[src/rtl/icap_fifo_interface.sv]
// icap_fifo_interface: buffered ICAP write port.
// Register writes queue configuration words in a FIFO. A drain FSM issues
// the queued words to ICAP one per clock while icap_busy is low. A pending
// read command is issued only after every queued word has gone out.
module icap_fifo_interface #(
  parameter int BUS_WIDTH  = 32,
  parameter int FIFO_DEPTH = 16,
  parameter int BIT_SWAP   = 0
) (
  input  logic                          clk,
  input  logic                          rst,
  input  logic                          wready,
  input  logic [7:0]                    address,
  input  logic [BUS_WIDTH-1:0]          wrdata,
  input  logic                          icap_busy,
  output logic                          write_req,
  output logic                          read_req,
  output logic [BUS_WIDTH-1:0]          icap_wrdata,
  output logic                          fifo_full,
  output logic                          fifo_empty,
  output logic [$clog2(FIFO_DEPTH):0]   fifo_level,
  output logic                          overflow
);

  localparam int AW = $clog2(FIFO_DEPTH);
  localparam logic [AW:0] DEPTH_LVL = (AW+1)'(FIFO_DEPTH);

  typedef enum logic [1:0] {IDLE = 2'd0, WRITE = 2'd1, READ = 2'd2} state_t;

  // Reverse the bit order inside every byte when the ICAP expects Xilinx ordering.
  function automatic logic [BUS_WIDTH-1:0] swap_bits(input logic [BUS_WIDTH-1:0] w);
    logic [BUS_WIDTH-1:0] r;
    r = w;
    if (BIT_SWAP != 0) begin
      for (int k = 0; k < BUS_WIDTH/8; k++) begin
        for (int b = 0; b < 8; b++) begin
          r[8*k+b] = w[8*k+7-b];
        end
      end
    end
    return r;
  endfunction

  logic [BUS_WIDTH-1:0] mem_q [FIFO_DEPTH];
  logic [AW-1:0]        wptr_q, rptr_q;
  logic [AW:0]          level_q;
  logic                 read_pending_q;
  logic                 overflow_q;
  state_t               state_q;
  logic                 write_req_q, read_req_q;
  logic [BUS_WIDTH-1:0] wrdata_q;

  logic push_cmd_s, rdreq_s, ctrl_s, flush_s, clr_ovf_s;
  logic empty_s, full_s, push_s, drop_s, pop_s, rd_issue_s;

  // Decode the register write and the drain decision for this cycle.
  always_comb begin
    push_cmd_s = wready && (address == 8'h00);
    rdreq_s    = wready && (address == 8'h01) && (wrdata != '0);
    ctrl_s     = wready && (address == 8'h02);
    flush_s    = ctrl_s && wrdata[1];
    clr_ovf_s  = ctrl_s && wrdata[0];
    empty_s    = (level_q == '0);
    full_s     = (level_q == DEPTH_LVL);
    // Fullness is judged on the level before any same-cycle pop.
    push_s     = push_cmd_s && !full_s && !flush_s;
    drop_s     = push_cmd_s && full_s && !flush_s;
    pop_s      = !icap_busy && !empty_s;
    rd_issue_s = !icap_busy && empty_s && read_pending_q;
  end

  // FIFO storage; contents need no reset because the level tracks validity.
  always_ff @(posedge clk) begin
    if (push_s) begin
      mem_q[wptr_q] <= wrdata;
    end
  end

  // FIFO pointers and occupancy; a flush empties the FIFO even if a pop issues this cycle.
  always_ff @(posedge clk or posedge rst) begin
    if (rst) begin
      wptr_q  <= '0;
      rptr_q  <= '0;
      level_q <= '0;
    end else if (flush_s) begin
      wptr_q  <= '0;
      rptr_q  <= '0;
      level_q <= '0;
    end else begin
      if (push_s) wptr_q <= wptr_q + AW'(1);
      if (pop_s)  rptr_q <= rptr_q + AW'(1);
      case ({push_s, pop_s})
        2'b10:   level_q <= level_q + (AW+1)'(1);
        2'b01:   level_q <= level_q - (AW+1)'(1);
        default: level_q <= level_q;
      endcase
    end
  end

  // Read-request flag (repeat requests merge) and sticky overflow (set beats clear).
  always_ff @(posedge clk or posedge rst) begin
    if (rst) begin
      read_pending_q <= 1'b0;
      overflow_q     <= 1'b0;
    end else begin
      if (flush_s || rd_issue_s) read_pending_q <= 1'b0;
      else if (rdreq_s)          read_pending_q <= 1'b1;
      else                       read_pending_q <= read_pending_q;
      if (drop_s)         overflow_q <= 1'b1;
      else if (clr_ovf_s) overflow_q <= 1'b0;
      else                overflow_q <= overflow_q;
    end
  end

  // Drain FSM: every state takes the same issue decision, so words stream at one per clock.
  always_ff @(posedge clk or posedge rst) begin
    if (rst) begin
      state_q     <= IDLE;
      write_req_q <= 1'b0;
      read_req_q  <= 1'b0;
      wrdata_q    <= '0;
    end else begin
      case (state_q)
        IDLE, WRITE, READ: begin
          if (pop_s) begin
            state_q     <= WRITE;
            write_req_q <= 1'b1;
            read_req_q  <= 1'b0;
            wrdata_q    <= swap_bits(mem_q[rptr_q]);
          end else if (rd_issue_s) begin
            state_q     <= READ;
            write_req_q <= 1'b0;
            read_req_q  <= 1'b1;
            wrdata_q    <= {BUS_WIDTH{1'b1}};
          end else begin
            state_q     <= IDLE;
            write_req_q <= 1'b0;
            read_req_q  <= 1'b0;
          end
        end
        default: begin
          state_q     <= IDLE;
          write_req_q <= 1'b0;
          read_req_q  <= 1'b0;
        end
      endcase
    end
  end

  assign write_req   = write_req_q;
  assign read_req    = read_req_q;
  assign icap_wrdata = wrdata_q;
  assign fifo_full   = full_s;
  assign fifo_empty  = empty_s;
  assign fifo_level  = level_q;
  assign overflow    = overflow_q;

endmodule

[config.mk]
export PLATFORM = sky130hd
export DESIGN_NAME = icap_fifo_interface
export DESIGN_NICKNAME = d
export VERILOG_FILES = /design/src/rtl/icap_fifo_interface.sv
export SDC_FILE = /design/constraint.sdc
export NUM_CORES = 1
export LEC_CHECK = 0
export CAP_MARGIN = 10
export CORE_AREA = 8 8 192 194
export CTS_CLUSTER_DIAMETER = 50
export DETAILED_ROUTE_END_ITERATION = 10
export DIE_AREA = 0 0 200 202
export HOLD_SLACK_MARGIN = 0.15
export PLACE_DENSITY = 0.83
export SYNTH_ARGS = -nofsm -noshare
export SYNTH_HDL_FRONTEND = slang
export SYNTH_SLANG_ARGS = --single-unit
[constraint.sdc]
create_clock -name clk -period 13.6 [get_ports clk]
set_input_delay 3.4 -clock clk [delete_from_list [all_inputs] [get_ports clk]]
set_output_delay 3.4 -clock clk [all_outputs]
set_load 0.05 [all_outputs]
# Word level (Yosys, flattened, before mapping)

Memories as Yosys holds them, arrays and structs flattened.
Cells that the tools add are included.

Bits in registers: 51
RAM bits: 512
Input port bits: 44
Logic and storage cells: 73
Memories kept: 1

Add/subtract/negate cells: 4
Eq/ne operators: 7
Multiplexer cells: 22
Reduce and logical (&&, ||, !) cells: 30

Memories:

| memory | depth | width | read ports | clocked after Yosys merged registers in | write ports | line | RTL |
|---|---|---|---|---|---|---|---|
| mem_q  | 16    | 32    | 1          | 0                                       | 1           | 44   | `logic [BUS_WIDTH-1:0] mem_q [FIFO_DEPTH];` |

Operators by type and width:

| operator            | count |
|---|---|
| $mux 32             | 2 |
| $reduce_bool 32->1  | 1 |
| $mux 4              | 4 |
| $logic_and 1x1->1   | 13 |
| $mux 1              | 11 |
| $pmux 5 s2          | 1 |
| $reduce_bool 2->1   | 5 |
| $add 4x1->4 const B | 2 |
| $eq 8x1->1 const B  | 1 |
| $eq 8x2->1 const B  | 1 |
| $logic_not 8->1     | 1 |
| $mux 2              | 3 |
| $add 5x1->5 const B | 1 |
| $eq 5x5->1 const B  | 1 |
| $logic_not 5->1     | 1 |
| $mux 5              | 1 |
| $sub 5x1->5 const B | 1 |
| $eq 2x1->1 const B  | 2 |
| $eq 2x2->1 const B  | 2 |
| $logic_not 1->1     | 4 |
| $reduce_bool 3->1   | 1 |
| $reduce_or 3->1     | 1 |
| $logic_not 2->1     | 1 |
| $reduce_and 2->1    | 1 |
| $logic_or 1x1->1    | 1 |

# Longest topological paths before layout

Gate-level depths: netlist of run 1.

Depth after elaboration: 8
Gate-level depth with buffers: 12

# Worst setup path before layout of run 1

OpenSTA, ideal clock, no wires.

Path type: input port to flip-flop
Start point: in address[3]
End point: mem mem_q[0][0] (enable)
Data arrival time: 7264 ps
Slack: 5834 ps
Stages on the path: 3
Buffers on the path: 0
Path through: nor4_1 > o2111ai_2 > nor4_1

Longest elaborated chain between the ends: 7
Elaborated cells on any way between the ends: 10
Those cells by class: eq/ne (1); mux (2); reduce/logical (7)

RTL lines:

| what                           | line | RTL |
|---|---|---|
| start: declaration             | 13   | `input logic [7:0] address,` |
| $eq 8x2->1                     | 60   | `ctrl_s = wready && (address == 8'h02);` |
| $logic_and 1x1->1              | 60   |  |
| $logic_and 1x1->1              | 61   | `flush_s = ctrl_s && wrdata[1];` |
| $logic_not 1->1                | 66   | `push_s = push_cmd_s && !full_s && !flush_s;` |
| $logic_and 1x1->1 *            | 66   |  |
| $mux 1 *                       | 74   | `if (push_s) begin` |
| $mux 1 (not written as such) * | 75   | `mem_q[wptr_q] <= wrdata;` |
| end: declaration               | 44   |  |

Mark *: on every way between the ends. The rest lies on a longest branch, timed or not.

# Final worst setup path of run 1

Start point: in address[3]
End point: mem mem_q[13][16] (enable)

Same word-level chain as after synthesis.

==> results of run 1 <==
## per-stage QoR
stage                     setup WS, ns  std cells
after floorplan                  5.834        948
after global placement           6.690       1461
after detailed placement         6.553       1461
after CTS                        7.092       1564
after global routing             6.900       1564
final                            7.078       1564
## kinds of logic after synthesis
kind of cell             share of synthesized area [%]
AO/OA/AOI/OAI                                    2.509
XOR/XNOR                                        0.2840
adder cells (fa/ha/maj)                         0.4056
buffers and inverters                            1.281
flip-flops                                       76.89
multiplexers                                     16.78
AND/OR/NAND/NOR                                  1.849
## Yosys cell counts, drive strengths merged
library cell / number / area [µm²]
o22a: 32 / 280.3
or4b: 1 / 10.01
a2111oi: 1 / 27.53
a22oi: 1 / 7.510
o21ai: 8 / 40.03
a311oi: 2 / 17.52
a21boi: 1 / 7.510
and4: 1 / 8.760
a31o: 2 / 17.52
inv: 15 / 56.30
nor3: 8 / 45.04
xor2: 4 / 35.03
dfrtp: 49 / 1226
a21oi: 8 / 40.04
clkbuf: 31 / 116.4
a2bb2oi: 1 / 8.760
nor4b: 1 / 8.760
nand2: 17 / 63.81
o2111ai: 1 / 15.01
edfxtp: 512 / 15370
a211o: 1 / 8.760
mux2i: 2 / 20.02
xnor2: 3 / 26.28
nor2: 20 / 75.07
nand4: 5 / 31.28
o31a: 2 / 17.52
mux4: 160 / 3603
nor3b: 1 / 7.510
ha: 7 / 87.58
and2: 4 / 25.02
a221oi: 2 / 17.52
nand3: 3 / 15.01
o31ai: 3 / 22.52
or4: 2 / 15.01
o22ai: 1 / 6.260
o21bai: 1 / 7.510
buf: 21 / 103.9
nor4: 14 / 93.84
## area by class of cell
| cell class | count | area (µm²) |
|---|---|---|
| Timing Repair Buffer | 110 | 1051 |
| Inverter | 15 | 56.30 |
| Multi-Input combinational cell | 320 | 4811 |
| Tap cell | 455 | 569.3 |
| Sequential cell | 561 | 16610 |
| Fill cell | 1762 | 9036 |
| Clock buffer | 75 | 1514 |
| Clock inverter | 28 | 299.0 |
## path summary, 6_finish.rpt
path	startpoint	end	slack (ns)	cells after the start
worst min-delay path	read_pending_q	read_pending_q	0.49	1
max in group asynchronous	rst	rptr_q[0]	9.64	3
worst max-delay path	address[3]	mem_q[13][16]	7.08	5
worst max register to register	rptr_q[1]	icap_wrdata[16]	10.22	4
min in group asynchronous	rst	icap_wrdata[24]	3.35	3
worst min register to register	read_pending_q	read_pending_q	0.49	1
## routing by layer
| metal | share of wire, % | up-vias | track usage (%) | wire length [µm] |
|---|---|---|---|---|
| met5 | 0 | - | 0 | 0 |
| met4 | 2.9 | 0 | 7.569 | 1407 |
| met3 | 8.3 | 100 | 4.258 | 4019 |
| met2 | 52 | 620 | 41.41 | 25230 |
| met1 | 37 | 5568 | 33.51 | 17860 |
| li1 | - | 4265 | - | - |
## sequential cells by signal (all words and copies together) (netlist names)
| name | flops |
|---|---|
| mem_q | 512 |
| read_pending_q | 1 |
| state_q | 1 |
| fifo_level | 5 |
| rptr_q | 4 |
| read_req | 1 |
| overflow | 1 |
| wptr_q | 4 |
| icap_wrdata | 32 |
## power breakdown
group / internal (µW) / switching [µW] / total (µW)
clock network: 894 / 637 / 1530
logic: 661 / 643 / 1300
registers: 1950 / 153 / 2100
## critical path: cells and delay by family
| family | cells | cell delay, ns |
|---|---|---|
| simple gates | 3 | 2.14 |
| compound gates | 1 | 0.72 |
| buf+inv | 1 | 0.41 |
## cell usage in the layout, fill, tap and decap left out, types with 4 or more instances in the layout
cell type	instances
o22a_1	32
inv_1	14
nor2_1	16
dfrtp_1	45
nor2_4	4
mux4_2	160
clkinv_1	4
bufinv_16	6
clkbuf_1	16
xor2_1	4
a21oi_1	8
buf_4	24
nor4_2	5
nor3_2	5
clkinv_2	13
clkinvlp_4	4
nand4_1	5
o21ai_0	7
nor4_1	9
nand2_1	17
clkdlybuf4s50_1	85
clkbuf_16	57
and2_2	4
ha_1	7
edfxtp_1	512
==> impl_metrics.env, run 1 <==
export IMPL_status="completed"
export IMPL_syn_avg_cell_area_um2=22.78
export IMPL_drc=0
export IMPL_rsz0062_at_grt="false"
export IMPL_tns_ns=0
export IMPL_synth_cell_types=43
export IMPL_hpwl_um=25760
export IMPL_grt_overflow=0
export IMPL_required_ns=13.79
export IMPL_cp_slowest_cell="nor2_4"
export IMPL_cts_resized=0
export IMPL_cts_setup_buffers=0
export IMPL_post_route_period_util_pct=47.96
export IMPL_cts_sinks=561
export IMPL_cts_root_buf="clkbuf_16"
export IMPL_drt_iter0_drc=1099
export IMPL_port_buffers=85
export IMPL_total_power_uw=4936
export IMPL_initial_utilization_pct=63.60
export IMPL_route_vias_total=10550
export IMPL_holdWs_ns=0.4887
export IMPL_wl_per_cell_um=31.03
export IMPL_cts_htree_levels=2
export IMPL_ir_drop_mv=0.1505
export IMPL_die_x_um=200
export IMPL_tightest_slew_ns=1.092
export IMPL_rows=68
export IMPL_skew_ns=0.01383
export IMPL_arrival_ns=6.71
export IMPL_relSlewSlack_pct=27.21
export IMPL_vias_per_cell=6.747
export IMPL_grt_pass1_vias=11120
export IMPL_syn_to_final_growth_pct=15.38
export IMPL_die_h_um=202
export IMPL_final_util_pct=73.38
export IMPL_grt_max_degree=91
export IMPL_antenna_left=0
export IMPL_slew_violations=0
export IMPL_die_area_um2=40400
export IMPL_core_um2=33950
export IMPL_clkTransAtPathRegs_ns=0.06
export IMPL_setup_violations=0
export IMPL_stdcell_area_um2=24910
export IMPL_grt_pass1_wl_um=73660
export IMPL_nNetsFinal=1114
export IMPL_cts_inserted_buffers=55
export IMPL_maxCapViolCount=0
export IMPL_dpl_cell_area_um2=23100
export IMPL_cp_end_kind="flop"
export IMPL_track_usage_pct=24.85
export IMPL_drt_pass1_iter_count=5
export IMPL_postCtsHoldBufs=0
export IMPL_start_kind="input port"
export IMPL_synthCells=948
export IMPL_ys_warn_count=0
export IMPL_fmax_mhz=153.3
export IMPL_finalHoldViolCount=0
export IMPL_syn_area_um2=21590
export IMPL_ys_ff_latch=561
export IMPL_drive_above_1_share_pct=26.69
export IMPL_crit_type="input port to flop"
export IMPL_hp_class="flop to flop"
export IMPL_worstPathCellList="clkdlybuf4s50_1 > or4_1 > a2111oi_4 > nand3_1 > nor2_4"
export IMPL_antenna_found_initial=0
export IMPL_ys_seq_area_share_pct=76.89
export IMPL_io_pins=86
export IMPL_max_stage_delay_ns=0.97
export IMPL_clk_path_buf_depth=3
export IMPL_drt_total_wl_um=48520
export IMPL_routabilityCongestion=0.8169
export IMPL_p_leak_uw=0.007925
export IMPL_cts_tree="built"
export IMPL_clock_latency_ns=0.58
export IMPL_diodes=0
export IMPL_crit_fanout=32
export IMPL_fin_crit_ns=6.522
export IMPL_power_density_nw_per_um2=198.1
export IMPL_postSynthNetCount=999
(Power assumes the default switching activity.)
==> run 2: changes to the inputs <==
- CORE_AREA: 8 8 192 194 -> 8 8 199 201
- DIE_AREA: 0 0 200 202 -> 0 0 207 209
- PLACE_DENSITY: 0.83 -> 0.78
- clock period: 13.6 -> 6.5 ns (I/O delays scaled with it)
==> run 2 against run 1 <==
Compared with the run above: non-clock buffer count rose by 5; via count is 3.0% lower; first-iteration DRC count down 6.5%; sequential power up 110%; largest power group unchanged; register-to-register slack lost 6.9 ns; hold slack better by 0.0030 ns; sequential share of layout area increased by 0.15 points; sequential cell count did not move; clock power increased by 97%; highest routed layer unchanged.
==> impl_metrics.env, run 2 (same netlist as run 1, synthesis figures left out) <==
export IMPL_hold_end="read_pending_q"
export IMPL_power_density_nw_per_um2=406.5
export IMPL_tns_ns=0
export IMPL_grt_overflow=0
export IMPL_die_area_um2=43260
export IMPL_drive_above_1_share_pct=26.28
export IMPL_fin_crit_ns=4.650
export IMPL_post_route_period_util_pct=71.54
export IMPL_rr_endpoint="fifo_level[4]"
export IMPL_worstPathCellList="nor4_2 > nand2_1 > inv_1 > clkdlybuf4s50_1"
export IMPL_antenna_left=0
export IMPL_p_leak_uw=0.007883
export IMPL_die_x_um=207
export IMPL_rsz0062_at_grt="false"
export IMPL_route_vias_total=10240
export IMPL_regToRegStartpoint="fifo_level[2]"
export IMPL_largest_register="mem_q"
export IMPL_tightest_slew_ns=1.040
export IMPL_diodes=0
export IMPL_syn_to_final_growth_pct=15.11
export IMPL_routabilityCongestion=0.8280
export IMPL_fmax_mhz=215.0
export IMPL_final_util_pct=68.54
export IMPL_holdWs_ns=0.4916
export IMPL_maxCapViolCount=0
export IMPL_fillers=2133
export IMPL_path_buf_inv=2
export IMPL_drt_pass1_iter_count=5
export IMPL_cts_root_buf="clkbuf_16"
export IMPL_postCtsHoldBufs=0
export IMPL_arrival_ns=3.03
export IMPL_post_place_ws_ns=1.539
export IMPL_cts_inserted_buffers=54
export IMPL_status="completed"
export IMPL_cts_tree="built"
export IMPL_crit_fanout=10
export IMPL_dp_cells=1479
export IMPL_port_buffers=85
export IMPL_grt_max_degree=65
export IMPL_required_ns=4.88
export IMPL_cp_slowest_cell="clkdlybuf4s50_1"
export IMPL_slew_violations=0
export IMPL_grt_pass1_wl_um=69320
export IMPL_crit_type="flop to output port"
export IMPL_finalHoldViolCount=0
export IMPL_rrSetupSlack_ns=3.28
export IMPL_skew_ns=0.01590
export IMPL_clock_latency_ns=0.58
export IMPL_cts_sinks=561
export IMPL_drt_total_wl_um=45200
export IMPL_clkTransAtPathRegs_ns=0.06
export IMPL_track_usage_pct=21.06
export IMPL_cp_end_kind="output port"
export IMPL_largest_reg_flops=512
export IMPL_final_cell_mix="512 x edfxtp_1, 160 x mux4_2, 85 x clkdlybuf4s50_1"
export IMPL_hp_class="flop to flop"
export IMPL_wl_per_cell_um=28.62
export IMPL_grt_pass1_vias=10920
export IMPL_final_setup_worst_slack_ns=1.850
export IMPL_initial_utilization_pct=59.54
export IMPL_cts_resized=0
export IMPL_hold_depth=1
export IMPL_die_h_um=209
export IMPL_setup_violations=0
export IMPL_antenna_found_initial=1
export IMPL_core_um2=36260
export IMPL_ir_drop_mv=0.2705
export IMPL_cp_top_family="buffers and inverters"
export IMPL_relSlewSlack_pct=30.52
export IMPL_hold_start="read_pending_q"
export IMPL_start_kind="flop"
export IMPL_layoutNonFillerInstCount=1579
export IMPL_reg2reg_depth=10
export IMPL_io_pins=86
export IMPL_clk_path_buf_depth=3
export IMPL_cts_setup_buffers=0
export IMPL_vias_per_cell=6.483
export IMPL_rows=70
export IMPL_hpwl_um=24810
export IMPL_final_common_cell="edfxtp_1"
export IMPL_drt_iter0_drc=1028
export IMPL_drc=0
export IMPL_nNetsFinal=1118
export IMPL_cts_htree_levels=2
export IMPL_max_stage_delay_ns=0.86
run 2: cell types whose count changed in the layout (fill, tap and decap cells not counted), moves of 2 or more:
cell       change
clkinv_1       +5
buf_4          +5
bufinv_16      -3
clkinv_4       +2
clkinv_2       -9
clkbuf_16      -2
run 2: worst max-delay path by stage:
stage                     depth (start not counted)  slack [ns]           from             to
after CTS                                         4        1.83  fifo_level[2]     fifo_empty
after global routing                              4        1.66  fifo_level[2]     fifo_empty
after floorplan                                   3        0.51     address[3]    mem_q[0][0]
after detailed placement                          6        1.54     address[3]  mem_q[14][22]
final                                             4        1.85  fifo_level[2]     fifo_empty
after global placement                            6        1.61     address[3]  mem_q[15][22]
run 2: worst reg2reg max path, stage by stage (launching register included):
cell and delay [ns]:
dfrtp_1 0.49, or4_1 0.70, o21ai_0 0.46, nor2_1 0.19, xnor2_1 0.17, ha_1 0.27, o31a_1 0.29, nor3_1 0.19
a21oi_1 0.10, mux2i_1 0.19, a21oi_1 0.05
run 2: layout make-up:
| cell class | instances | area, µm² | share of cell area, % |
|---|---|---|---|
| clock buffer | 75 | 1481 | 5.961 |
| clock inverter | 25 | 220.2 | 0.8860 |
| inverter | 15 | 56.30 | 0.2265 |
| multi-input combinational | 320 | 4811 | 19.36 |
| sequential | 561 | 16610 | 66.83 |
| tap | 468 | 585.6 | 2.356 |
| timing repair buffer | 115 | 1089 | 4.380 |
run 2: metal layers:
layer	vias up	share of wire, %	track usage (%)	wire length, µm
met5	-	0	0	0
met4	0	2.1	5.423	934
met3	66	6.1	3.472	2767
met2	425	51	35.73	23180
met1	5468	41	28.50	18320
li1	4277	-	-	-
run 2: report_power, final:
group / internal (µW) / total, µW / switching [µW]
logic: 1380 / 2740 / 1360
clock network: 1720 / 3010 / 1290
registers: 4070 / 4350 / 277
run 2: stage by stage:
| stage | cell area [µm²] | total power (µW) |
|---|---|---|
| 2_1_floorplan | 21590 | 6393 |
| 4_1_cts | 24850 | 10200 |
| 6_report | 24850 | 10100 |
| 5_1_grt | 24850 | 10480 |
| 3_3_place_gp | 23150 | 7146 |
| 3_5_place_dp | 23150 | 7170 |
